--- src/rtl/uart_tx_fifo.sv ---
// Transmit byte buffer in front of the UART core: circular FIFO on the write
// side, a small FSM that hands bytes to the UART one at a time on the read side.
module uart_tx_fifo #(
  parameter int DEPTH_LOG2   = 4,
  parameter int RETRY_CYCLES = 4
) (
  input  logic                  clk,
  input  logic                  rst,
  input  logic                  wr_en,
  input  logic [7:0]            wr_data,
  input  logic                  flush,
  input  logic                  clear_overflow,
  output logic                  full,
  output logic                  empty,
  output logic [DEPTH_LOG2:0]   count,
  output logic                  overflow,
  output logic                  busy,
  output logic                  transmit,
  output logic [7:0]            tx_byte,
  input  logic                  is_transmitting,
  output logic [1:0]            state_o
);

  localparam int PW    = DEPTH_LOG2;
  localparam int CW    = DEPTH_LOG2 + 1;
  localparam int DEPTH = 1 << DEPTH_LOG2;

  localparam logic [PW-1:0] PTR_ONE   = PW'(1);
  localparam logic [CW-1:0] CNT_ONE   = CW'(1);
  localparam logic [CW-1:0] FULL_LVL  = CW'(DEPTH);
  localparam logic [3:0]    RETRY_ONE = 4'd1;
  localparam logic [3:0]    RETRY_LIM = 4'(RETRY_CYCLES);

  typedef enum logic [1:0] {
    S_IDLE      = 2'd0,
    S_START     = 2'd1,
    S_WAIT_BUSY = 2'd2,
    S_WAIT_DONE = 2'd3
  } state_e;

  logic [7:0]    mem_q [DEPTH];
  logic [PW-1:0] wr_ptr_q, wr_ptr_d;
  logic [PW-1:0] rd_ptr_q, rd_ptr_d;
  logic [CW-1:0] count_q, count_d;
  logic          full_q, full_d;
  logic          empty_q, empty_d;
  logic          overflow_q, overflow_d;
  logic [7:0]    tx_byte_q, tx_byte_d;
  logic [3:0]    retry_q, retry_d;
  state_e        state_q, state_d;

  logic push;
  logic drop;
  logic pop;

  // Flush clears the queue only; a write in the flush cycle is discarded
  // silently and never counts as an overflow.
  always_comb begin
    push       = wr_en && !full_q && !flush;
    drop       = wr_en && full_q && !flush;
    wr_ptr_d   = wr_ptr_q;
    rd_ptr_d   = rd_ptr_q;
    count_d    = count_q;
    if (flush) begin
      wr_ptr_d = '0;
      rd_ptr_d = '0;
      count_d  = '0;
    end else begin
      if (push) wr_ptr_d = wr_ptr_q + PTR_ONE;
      if (pop)  rd_ptr_d = rd_ptr_q + PTR_ONE;
      case ({push, pop})
        2'b10:   count_d = count_q + CNT_ONE;
        2'b01:   count_d = count_q - CNT_ONE;
        default: count_d = count_q;
      endcase
    end
    full_d  = (count_d == FULL_LVL);
    empty_d = (count_d == '0);
    overflow_d = overflow_q;
    if (drop) begin
      overflow_d = 1'b1;
    end else if (clear_overflow) begin
      overflow_d = 1'b0;
    end
    tx_byte_d = pop ? mem_q[rd_ptr_q] : tx_byte_q;
  end

  always_ff @(posedge clk) begin
    if (push) mem_q[wr_ptr_q] <= wr_data;
  end

  always_ff @(posedge clk or posedge rst) begin
    if (rst) begin
      wr_ptr_q   <= '0;
      rd_ptr_q   <= '0;
      count_q    <= '0;
      full_q     <= 1'b0;
      empty_q    <= 1'b1;
      overflow_q <= 1'b0;
      tx_byte_q  <= 8'h00;
    end else begin
      wr_ptr_q   <= wr_ptr_d;
      rd_ptr_q   <= rd_ptr_d;
      count_q    <= count_d;
      full_q     <= full_d;
      empty_q    <= empty_d;
      overflow_q <= overflow_d;
      tx_byte_q  <= tx_byte_d;
    end
  end

  always_ff @(posedge clk or posedge rst) begin
    if (rst) begin
      state_q <= S_IDLE;
      retry_q <= '0;
    end else begin
      state_q <= state_d;
      retry_q <= retry_d;
    end
  end

  // UART handshake: transmit is a one-cycle request; the UART acknowledges by
  // raising is_transmitting and frees the line by dropping it. A request with
  // no rise within RETRY_CYCLES is re-issued with the same byte.
  always_comb begin
    state_d = state_q;
    retry_d = retry_q;
    pop     = 1'b0;
    case (state_q)
      S_IDLE: begin
        if (!empty_q && !is_transmitting) begin
          pop     = 1'b1;
          state_d = S_START;
        end
      end
      S_START: begin
        retry_d = '0;
        state_d = S_WAIT_BUSY;
      end
      S_WAIT_BUSY: begin
        if (is_transmitting) begin
          state_d = S_WAIT_DONE;
        end else begin
          retry_d = retry_q + RETRY_ONE;
          if (retry_d == RETRY_LIM) state_d = S_START;
        end
      end
      S_WAIT_DONE: begin
        if (!is_transmitting) state_d = S_IDLE;
      end
      default: state_d = S_IDLE;
    endcase
  end

  always_comb begin
    transmit = (state_q == S_START);
    busy     = (state_q != S_IDLE) || !empty_q;
    state_o  = state_q;
  end

  assign full     = full_q;
  assign empty    = empty_q;
  assign count    = count_q;
  assign overflow = overflow_q;
  assign tx_byte  = tx_byte_q;

endmodule
--- config.mk ---
export PLATFORM = sky130hd
export DESIGN_NAME = uart_tx_fifo
export DESIGN_NICKNAME = d
export VERILOG_FILES = /design/src/rtl/uart_tx_fifo.sv
export SDC_FILE = /design/constraint.sdc
export NUM_CORES = 1
export LEC_CHECK = 0
export ABC_CLOCK_PERIOD_IN_PS = 3700
export BUFFER_PORTS_ARGS = -buffer_cell sky130_fd_sc_hd__buf_2
export CAP_MARGIN = 20
export CORE_MARGIN = 5
export CORE_UTILIZATION = 50
export DETAILED_ROUTE_END_ITERATION = 8
export GPL_TIMING_DRIVEN = 0
export PLACE_DENSITY = 0.68
export SLEW_MARGIN = 20
export SYNTH_ARGS = -nofsm -noshare
export SYNTH_HDL_FRONTEND = slang
export SYNTH_SLANG_ARGS = --single-unit
--- constraint.sdc ---
create_clock -name clk -period 3.7 [get_ports clk]
set_clock_uncertainty 0.2 [all_clocks]
set_input_delay 0.555 -clock clk [delete_from_list [all_inputs] [get_ports clk]]
set_output_delay 0.555 -clock clk [all_outputs]
set_load 0.02 [all_outputs]
==> metrics list, run 1 <==
- The number of buffers and inverters on the critical path is 6.
- In this run the remaining antenna-violating nets after routing total 0.
- Primary FF master, synth: sky130_fd_sc_hd__edfxtp_1
- A synthesized cell averages about 17 µm².
- For the worst setup path, the data required time is between 3 and 4 ns.
- Measured against its own limit, the worst slew margin works out to 0.394.
- Measured along the x axis, the die boundary spans about 120 µm.
- For this block, the initial DRC count from the detailed router was around 330.
* Post-synth top cells: 128 x sky130_fd_sc_hd__edfxtp_1, 40 x sky130_fd_sc_hd__mux4_2, 36 x sky130_fd_sc_hd__nand2_1
- Counting every instance in the synthesized netlist gives just under 400.
* Number of library cell types mapped by synthesis: 42
- Counting flops with an async set or reset pin after synthesis yields a share of 0.190.
- The critical path in this run is classified as reg2reg.
* Number of diodes added for antenna fixing: 0
* Number of optimization iterations in the first detailed-route pass: 5
- Clock period minus worst slack: between 3 and 4 ns
- In the final layout, the share of cells above drive strength 1 is 0.284.
- Number of storage elements in the synthesis netlist: 158
- The number of global-route vias before repair came to ~3600.
- Dividing the detail-routed via count by the number of cells gives 5.68.
- The largest individual stage delay along the critical path comes from the cell sky130_fd_sc_hd__or4_4.
- Most frequent cell after synthesis: sky130_fd_sc_hd__edfxtp_1
- Remaining global-route overflow: 0
- Top-Level Pins: 34
- WL per Instance: a little over 20 µm
- Total chip power: between 0.004 and 0.005 W
- The min-delay analysis places its worst path in the category in2async.
* Largest area contributor in the synthesized netlist: sky130_fd_sc_hd__edfxtp_1
* Slowest stage delay, CP: between 0.5 and 0.6 ns
- Clock-pin slew was measured on the worst setup and hold paths at around 0.060 ns.
- Routability-driven placement finished with a final weighted congestion of 0.805.
- In the finished design, the share of the clock period the worst path needs comes to 0.927.
- Endpoint type of the worst setup path: flop
* Number of nets produced by synthesis: 410
* Final count of pins violating max slew: 0
* Count of flip-flops with a built-in enable after synthesis: 128
* Floorplan Core Area: 12800 µm²
- After filler insertion, the fill cell instance count of the layout stands at between 900 and 1000.
* Root cell of the clock tree: sky130_fd_sc_hd__clkbuf_16
* Number of CTS-inserted buffers: 17
- Final hold violations: 0
- Number of I/O port buffers: 33
- Cells traversed along the worst timing path: buf_6 > or4_4 > clkinv_2 > buf_6 > buf_2 > ha_1 > buf_2 > a2111oi_1 > a41oi_2 > mux2i_1 > inv_1 > a211oi_1
* Initial Util: 0.515
- Full die area: about 16000 µm²
- DRC violation count after routing: 0
- At the later pin of the worst-skew pair, clock insertion delay measures around 0.43 ns.
- The net count of the finished layout is 466.
- Ranked by total cell area, the synthesized netlist is headed by sky130_fd_sc_hd__edfxtp_1 58%, sky130_fd_sc_hd__mux4_2 14%, sky130_fd_sc_hd__dfrtp_1 11%.
- Setup repair after global routing left no endpoint under its margin.
* Number of warnings reported in the yosys synthesis log: 0
* PwrDens: slightly below 600 nW/µm²
- For the final routed database, the setup TNS stands at 0 ns.
- In this run the critical register-to-register path is launched from state_o[1].
- Leakage power of the design: 2.65 nW
- In this design, the largest share of critical-path delay is due to buffers and inverters.
- Wire length reported by the detailed router: ~13 mm
* IR Drop Worst-Case VDD: 0.344 mV
- Endpoint of the most critical register-to-register path: empty
- GRT Resource Usage Total: 0.180
- H-tree depth: 4
- The synthesized netlist occupies a cell area of between 6000 and 7000 µm².
* Total number of vias: around 3600
* Register-to-register setup slack: about 0.27 ns
- The initialized floorplan defines 41 standard-cell rows.
- Startpoint types: flop
- TritonCTS built the clock tree.
- Die height: about 120 µm
* Global-route wire length before repair: approximately 21 mm
- Timing would allow up to 292 MHz.
- Across the run, the number of max-cap violations was 0.
- Largest buffer count on any clock path: 2
- The flow ran to the end, and the final reports show no timing, DRC or antenna violations.
* Initial antenna violation count: 0
- For the pin with the worst max-slew slack, the measured transition is between 0.9 and 1 ns.
- Synthesis-to-layout area growth: 15.4%
* Post-synthesis sequential area ratio: 0.699
- Share of Yosys cell area claimed by the top area cell type: 0.585
- Detailed placement ended at an HPWL of about 8.5 mm.
- For the worst setup path, the data arrival time is approximately 3.5 ns.
- The tree built by TritonCTS fans out to ~160 sinks.
- Number of cells on the worst reg-to-reg path: 12
- Pin count of the biggest net entering global routing: 31
- Of all nets on the critical path, the largest fanout is 10.
- Final setup violation count: 0
==> sequential cells by signal, summed over array words and instances, names as in the netlist <==
name      count
empty         1
wr_ptr_q      4
count         5
state_o       2
rd_ptr_q      4
mem_q       128
full          1
overflow      1
retry_q       4
tx_byte       8
==> routing by layer <==
| layer | GRT usage | share of wire | up-vias |
|---|---|---|---|
| li1 | - | - | 1617 |
| met1 | 0.257 | 0.45 | 1815 |
| met2 | 0.269 | 0.47 | 122 |
| met3 | 0.0463 | 0.060 | 18 |
| met4 | 0.0658 | 0.013 | 0 |
| met5 | 0 | 0 | - |
==> what timing repair did <==
| item | 4_1_cts | 5_1_grt |
|---|---|---|
| buffers inserted | 0 | 0 |
| hold endpoints to repair | 0 | 0 |
| hold buffers | 0 | 0 |
| endpoints found under the setup margin | 0 | 1 |
| resized for setup | 0 | 1 |
==> how the worst max path moves through the flow <==
stage	slack (ns)	cells past startpoint	to	from
after floorplan	0.52	12	empty	state_o[1]
after global placement	0.12	12	empty	is_transmitting
after detailed placement	0.12	12	empty	is_transmitting
after CTS	0.23	12	empty	state_o[1]
after global routing	0.08	12	empty	state_o[1]
final	0.27	12	empty	state_o[1]
==> cell type report <==
class	count	area, µm²	area share
plain buffers	24	120	0.0158
multi-input cells	194	1840	0.243
clock buffers	18	429	0.0566
repair buffers	37	188	0.0247
clock inverters	14	149	0.0196
well taps	172	215	0.0284
flip-flops and latches	158	4600	0.606
inverters	12	46.3	0.00610
==> per-stage QoR <==
stage | instance area, µm² | setup WS [ns] | hold WS (ns) | util | instances
after floorplan | 6580 | 0.516 | 0.297 | - | 388
after global placement | 6960 | 0.125 | 0.256 | 0.545 | 593
after detailed placement | 7010 | 0.115 | 0.263 | 0.549 | 597
after CTS | 7580 | 0.235 | 0.0308 | 0.594 | 629
after global routing | 7590 | 0.0809 | 0.0859 | 0.594 | 629
final | 7590 | 0.272 | 0.0165 | 0.594 | 629
==> logic make-up after synthesis <==
family                     share of synthesized area
AOI/OAI and AO/OA                             0.0335
xor gates and xnor gates                      0.0120
adders and majority gates                     0.0152
buffers and inverters                         0.0253
DFF                                            0.699
muxes                                          0.142
and+or+nand+nor                               0.0735
==> cells in the final DEF, fill, tap and decap left out, types with 2 or more instances in the layout <==
cell type / netlist / routed
sky130_fd_sc_hd__nor2b_1: 2 / 2
sky130_fd_sc_hd__nor4_2: 0 / 3
sky130_fd_sc_hd__inv_8: 0 / 3
sky130_fd_sc_hd__a21oi_1: 12 / 12
sky130_fd_sc_hd__nand4_1: 6 / 6
sky130_fd_sc_hd__clkbuf_16: 0 / 17
sky130_fd_sc_hd__inv_6: 0 / 5
sky130_fd_sc_hd__buf_6: 3 / 3
sky130_fd_sc_hd__nor3b_1: 3 / 3
sky130_fd_sc_hd__nand2b_1: 5 / 5
sky130_fd_sc_hd__a211oi_1: 3 / 3
sky130_fd_sc_hd__nor3_2: 0 / 2
sky130_fd_sc_hd__buf_2: 6 / 42
sky130_fd_sc_hd__xnor2_1: 4 / 4
sky130_fd_sc_hd__clkbuf_1: 12 / 13
sky130_fd_sc_hd__o31ai_1: 2 / 2
sky130_fd_sc_hd__nand3_1: 6 / 6
sky130_fd_sc_hd__inv_1: 11 / 10
sky130_fd_sc_hd__dfrtp_1: 29 / 29
sky130_fd_sc_hd__o21ai_0: 7 / 7
sky130_fd_sc_hd__nor2_1: 29 / 29
sky130_fd_sc_hd__mux4_2: 40 / 40
sky130_fd_sc_hd__clkinv_4: 0 / 3
sky130_fd_sc_hd__clkinvlp_4: 0 / 2
sky130_fd_sc_hd__mux2i_1: 3 / 3
sky130_fd_sc_hd__edfxtp_1: 128 / 128
sky130_fd_sc_hd__buf_1: 3 / 3
sky130_fd_sc_hd__nor3_1: 5 / 3
sky130_fd_sc_hd__nand2_1: 36 / 36
sky130_fd_sc_hd__xor2_1: 5 / 5
sky130_fd_sc_hd__ha_1: 8 / 8
==> report_power, final <==
part / internal [W] / total (W) / switching [W]
sequential: 0.00202 / 0.00209 / 0.0000686
clock: 0.000952 / 0.00169 / 0.000741
combinational: 0.000283 / 0.000708 / 0.000426
total: 0.00326 / 0.00449 / 0.00124
(Power assumes the default switching activity.)
==> run 2, diff against run 1 <==
CORE_ASPECT_RATIO = 0.8   (was not set)
SLEW_MARGIN = 15   (was 20)
==> metrics list, run 2 (synthesis results as in run 1) <==
- The number of max-capacitance violations reported was 0 (unchanged).
* Startpoint types: flop
- The total number of vias came to 3612 (+1.1%).
- Pin count of the biggest net entering global routing: 20 (-35%)
- Crit Path Category: reg2reg
- Final count of pins violating max slew: 0 (unchanged)
* H-tree depth: 4 (unchanged)
- IR Drop Worst-Case VDD: 0.386 mV (+12%)
* Global-route wire length before repair: 20.4 mm (-1.7%)
* Wire length reported by the detailed router: 13.0 mm (+1.8%)
* Root cell of the clock tree: sky130_fd_sc_hd__clkbuf_16
- Commonest cells after routing, fill and taps aside: 128 x sky130_fd_sc_hd__edfxtp_1, 42 x sky130_fd_sc_hd__buf_2, 40 x sky130_fd_sc_hd__mux4_2
* Antenna viol nets, final: 0 (unchanged)
- TritonCTS clock tree: done
- The run finished with clean final reports.
- Final hold violations: 0 (unchanged)
- The post-placement setup slack is 0.0175 ns (-0.0977 ns).
* Die height: 113 µm (-9.7%)
- The fraction of layout cells with a size suffix above 1 is 0.283 (-0.00124).
- The number of detailed-routing iterations run before antenna repair came to 5 (unchanged).
- Clock period minus worst slack: 3.56 ns (+0.135 ns)
- The post-route worst hold slack came to 0.134 ns (+0.118 ns).
- Number of diodes added for antenna fixing: 0 (unchanged)
* CP max FO: 10 (unchanged)
* Synthesis-to-layout area growth: 15.8%
- Clock-pin slew reported for the worst setup and hold paths after clock tree synthesis: 0.06 ns (about the same)
- Leaving out fill and tap cells, the most frequent cell in the layout is sky130_fd_sc_hd__edfxtp_1.
* Max frequency: 281 MHz (-3.8%)
- The total global routing track utilization was 0.176 (-0.00365).
* Floorplan Core Area: 12900 µm² (+0.75%)
- PwrDens: 585 nW/µm² (-1.1%)
- Counting flops per register, the top entry is mem_q.
- Via density per instance: 5.70 (+0.32%)
- The number of nets in the finished design was 468 (+0.43%).
* Arrival time worst endpoint: 3.65 ns (+0.11 ns)
* Top-Level Pins: 34 (unchanged)
- The static leakage was 2.66 nW (+0.28%).
* Largest buffer count on any clock path: 2 (unchanged)
* Number of CTS-inserted buffers: 17 (unchanged)
- The number of buffers inserted to repair setup after CTS is 0 (unchanged).
* Required time of the worst setup path: 3.79 ns (-0.02 ns)
* Detailed-placement wirelength estimate: 9.05 mm (+6.6%)
- Final setup violation count: 0 (unchanged)
* Number of placement rows: 37 (-9.8%)
* Chip Width: 138 µm (+11%)
- Remaining global-route overflow: 0 (unchanged)
* CTS Sinks: 158 (unchanged)
- The number of global-route vias before repair came to 3592 (+1.0%).
- DRT iter0 DRCs: 421 (+27%)
- Setup TNS: 0 ns (unchanged)
- Number of I/O port buffers: 33 (unchanged)
- The number of antenna violations at the first check in global routing was 0 (unchanged).
* Endpoint type of the worst setup path: flop
- The initial core utilization was 0.511 (-0.00385).
- Number of cells on the worst reg-to-reg path: 12 (unchanged)
* Worst slew margin relative to its limit: 0.443 (+0.0488)
- Hold Crit Class: in2reg
- Insertion delay to the later sink of the worst-skew pair: 0.42 ns (about the same)
- Post-route fraction of the period consumed by the critical path: 0.963 (+0.0364)
- The global placer's final weighted congestion is 0.800 (-0.56%).
- Setup repair after global routing missed its margin: no
- The total die area is 15600 µm² (about the same).
* Flip-flop count of the largest register after layout: 128 (unchanged)
- The pin slew with the least headroom to its limit came to 0.833 ns (-0.0730 ns).
- WL per Instance: 20.5 µm (+0.97%)
* Min-Delay Path Depth: 2
- The final worst-path setup slack is 0.137 ns (-0.135 ns).
* DRC violation count after routing: 0 (unchanged)
run 2: critical path, stage by stage (launching register included):
cell and delay, ns:
sky130_fd_sc_hd__dfrtp_1 0.39, sky130_fd_sc_hd__buf_6 0.14, sky130_fd_sc_hd__or4_4 0.57, sky130_fd_sc_hd__clkinv_2 0.08, sky130_fd_sc_hd__buf_6 0.14, sky130_fd_sc_hd__buf_2 0.22
sky130_fd_sc_hd__ha_1 0.28, sky130_fd_sc_hd__buf_2 0.20, sky130_fd_sc_hd__a2111oi_1 0.43, sky130_fd_sc_hd__a41oi_2 0.07, sky130_fd_sc_hd__mux2i_1 0.24, sky130_fd_sc_hd__inv_1 0.08
sky130_fd_sc_hd__a211oi_1 0.39
run 2: per-layer routing:
| layer | vias to the layer above | global-route usage | part of all wire |
|---|---|---|---|
| li1 | 1615 | - | - |
| met1 | 1869 | 0.258 | 0.46 |
| met2 | 117 | 0.263 | 0.46 |
| met3 | 11 | 0.0443 | 0.064 |
| met4 | 0 | 0.0553 | 0.0080 |
| met5 | - | 0 | 0 |
run 2: stage by stage:
stage                     instance area, µm²  std cells  total power (W)   util
after floorplan                         6580        388          0.00262      -
after global placement                  6960        596          0.00282  0.541
after detailed placement                7040        601          0.00285  0.547
after CTS                               7610        634          0.00449  0.592
after global routing                    7610        634          0.00465  0.592
final                                   7610        634          0.00446  0.592
run 2: area by class of cell:
type                       count  area (µm²)
sequential                   158        4600
clock inverter                15         140
timing repair buffer          39         225
tap                          175         219
inverter                      12        46.3
fill                        1005        5260
clock buffer                  17         425
multi-input combinational    194        1840
buffer                        24         120
run 2: report_power, final:
group | switching, W | internal, W | leakage, nW
logic | 0.000439 | 0.000286 | 0.843
registers | 0.0000682 | 0.00202 | 1.55
clock network | 0.000711 | 0.000933 | 0.268
run 2: final timing paths:
check / end / slack (ns) / startpoint
min: overflow / 0.13 / clear_overflow
max: empty / 0.14 / state_o[1]
max in group asynchronous: empty / 2.23 / rst
max reg2reg: empty / 0.14 / state_o[1]
min in group asynchronous: retry_q[1] / 0.52 / rst
min reg2reg: tx_byte[5] / 0.27 / tx_byte[5]
run 2: what timing repair did:
item,in CTS,in global routing
hold buffers,1,0
gates resized for setup,0,1
endpoints found under the hold margin,11,0
setup endpoints to repair,0,1
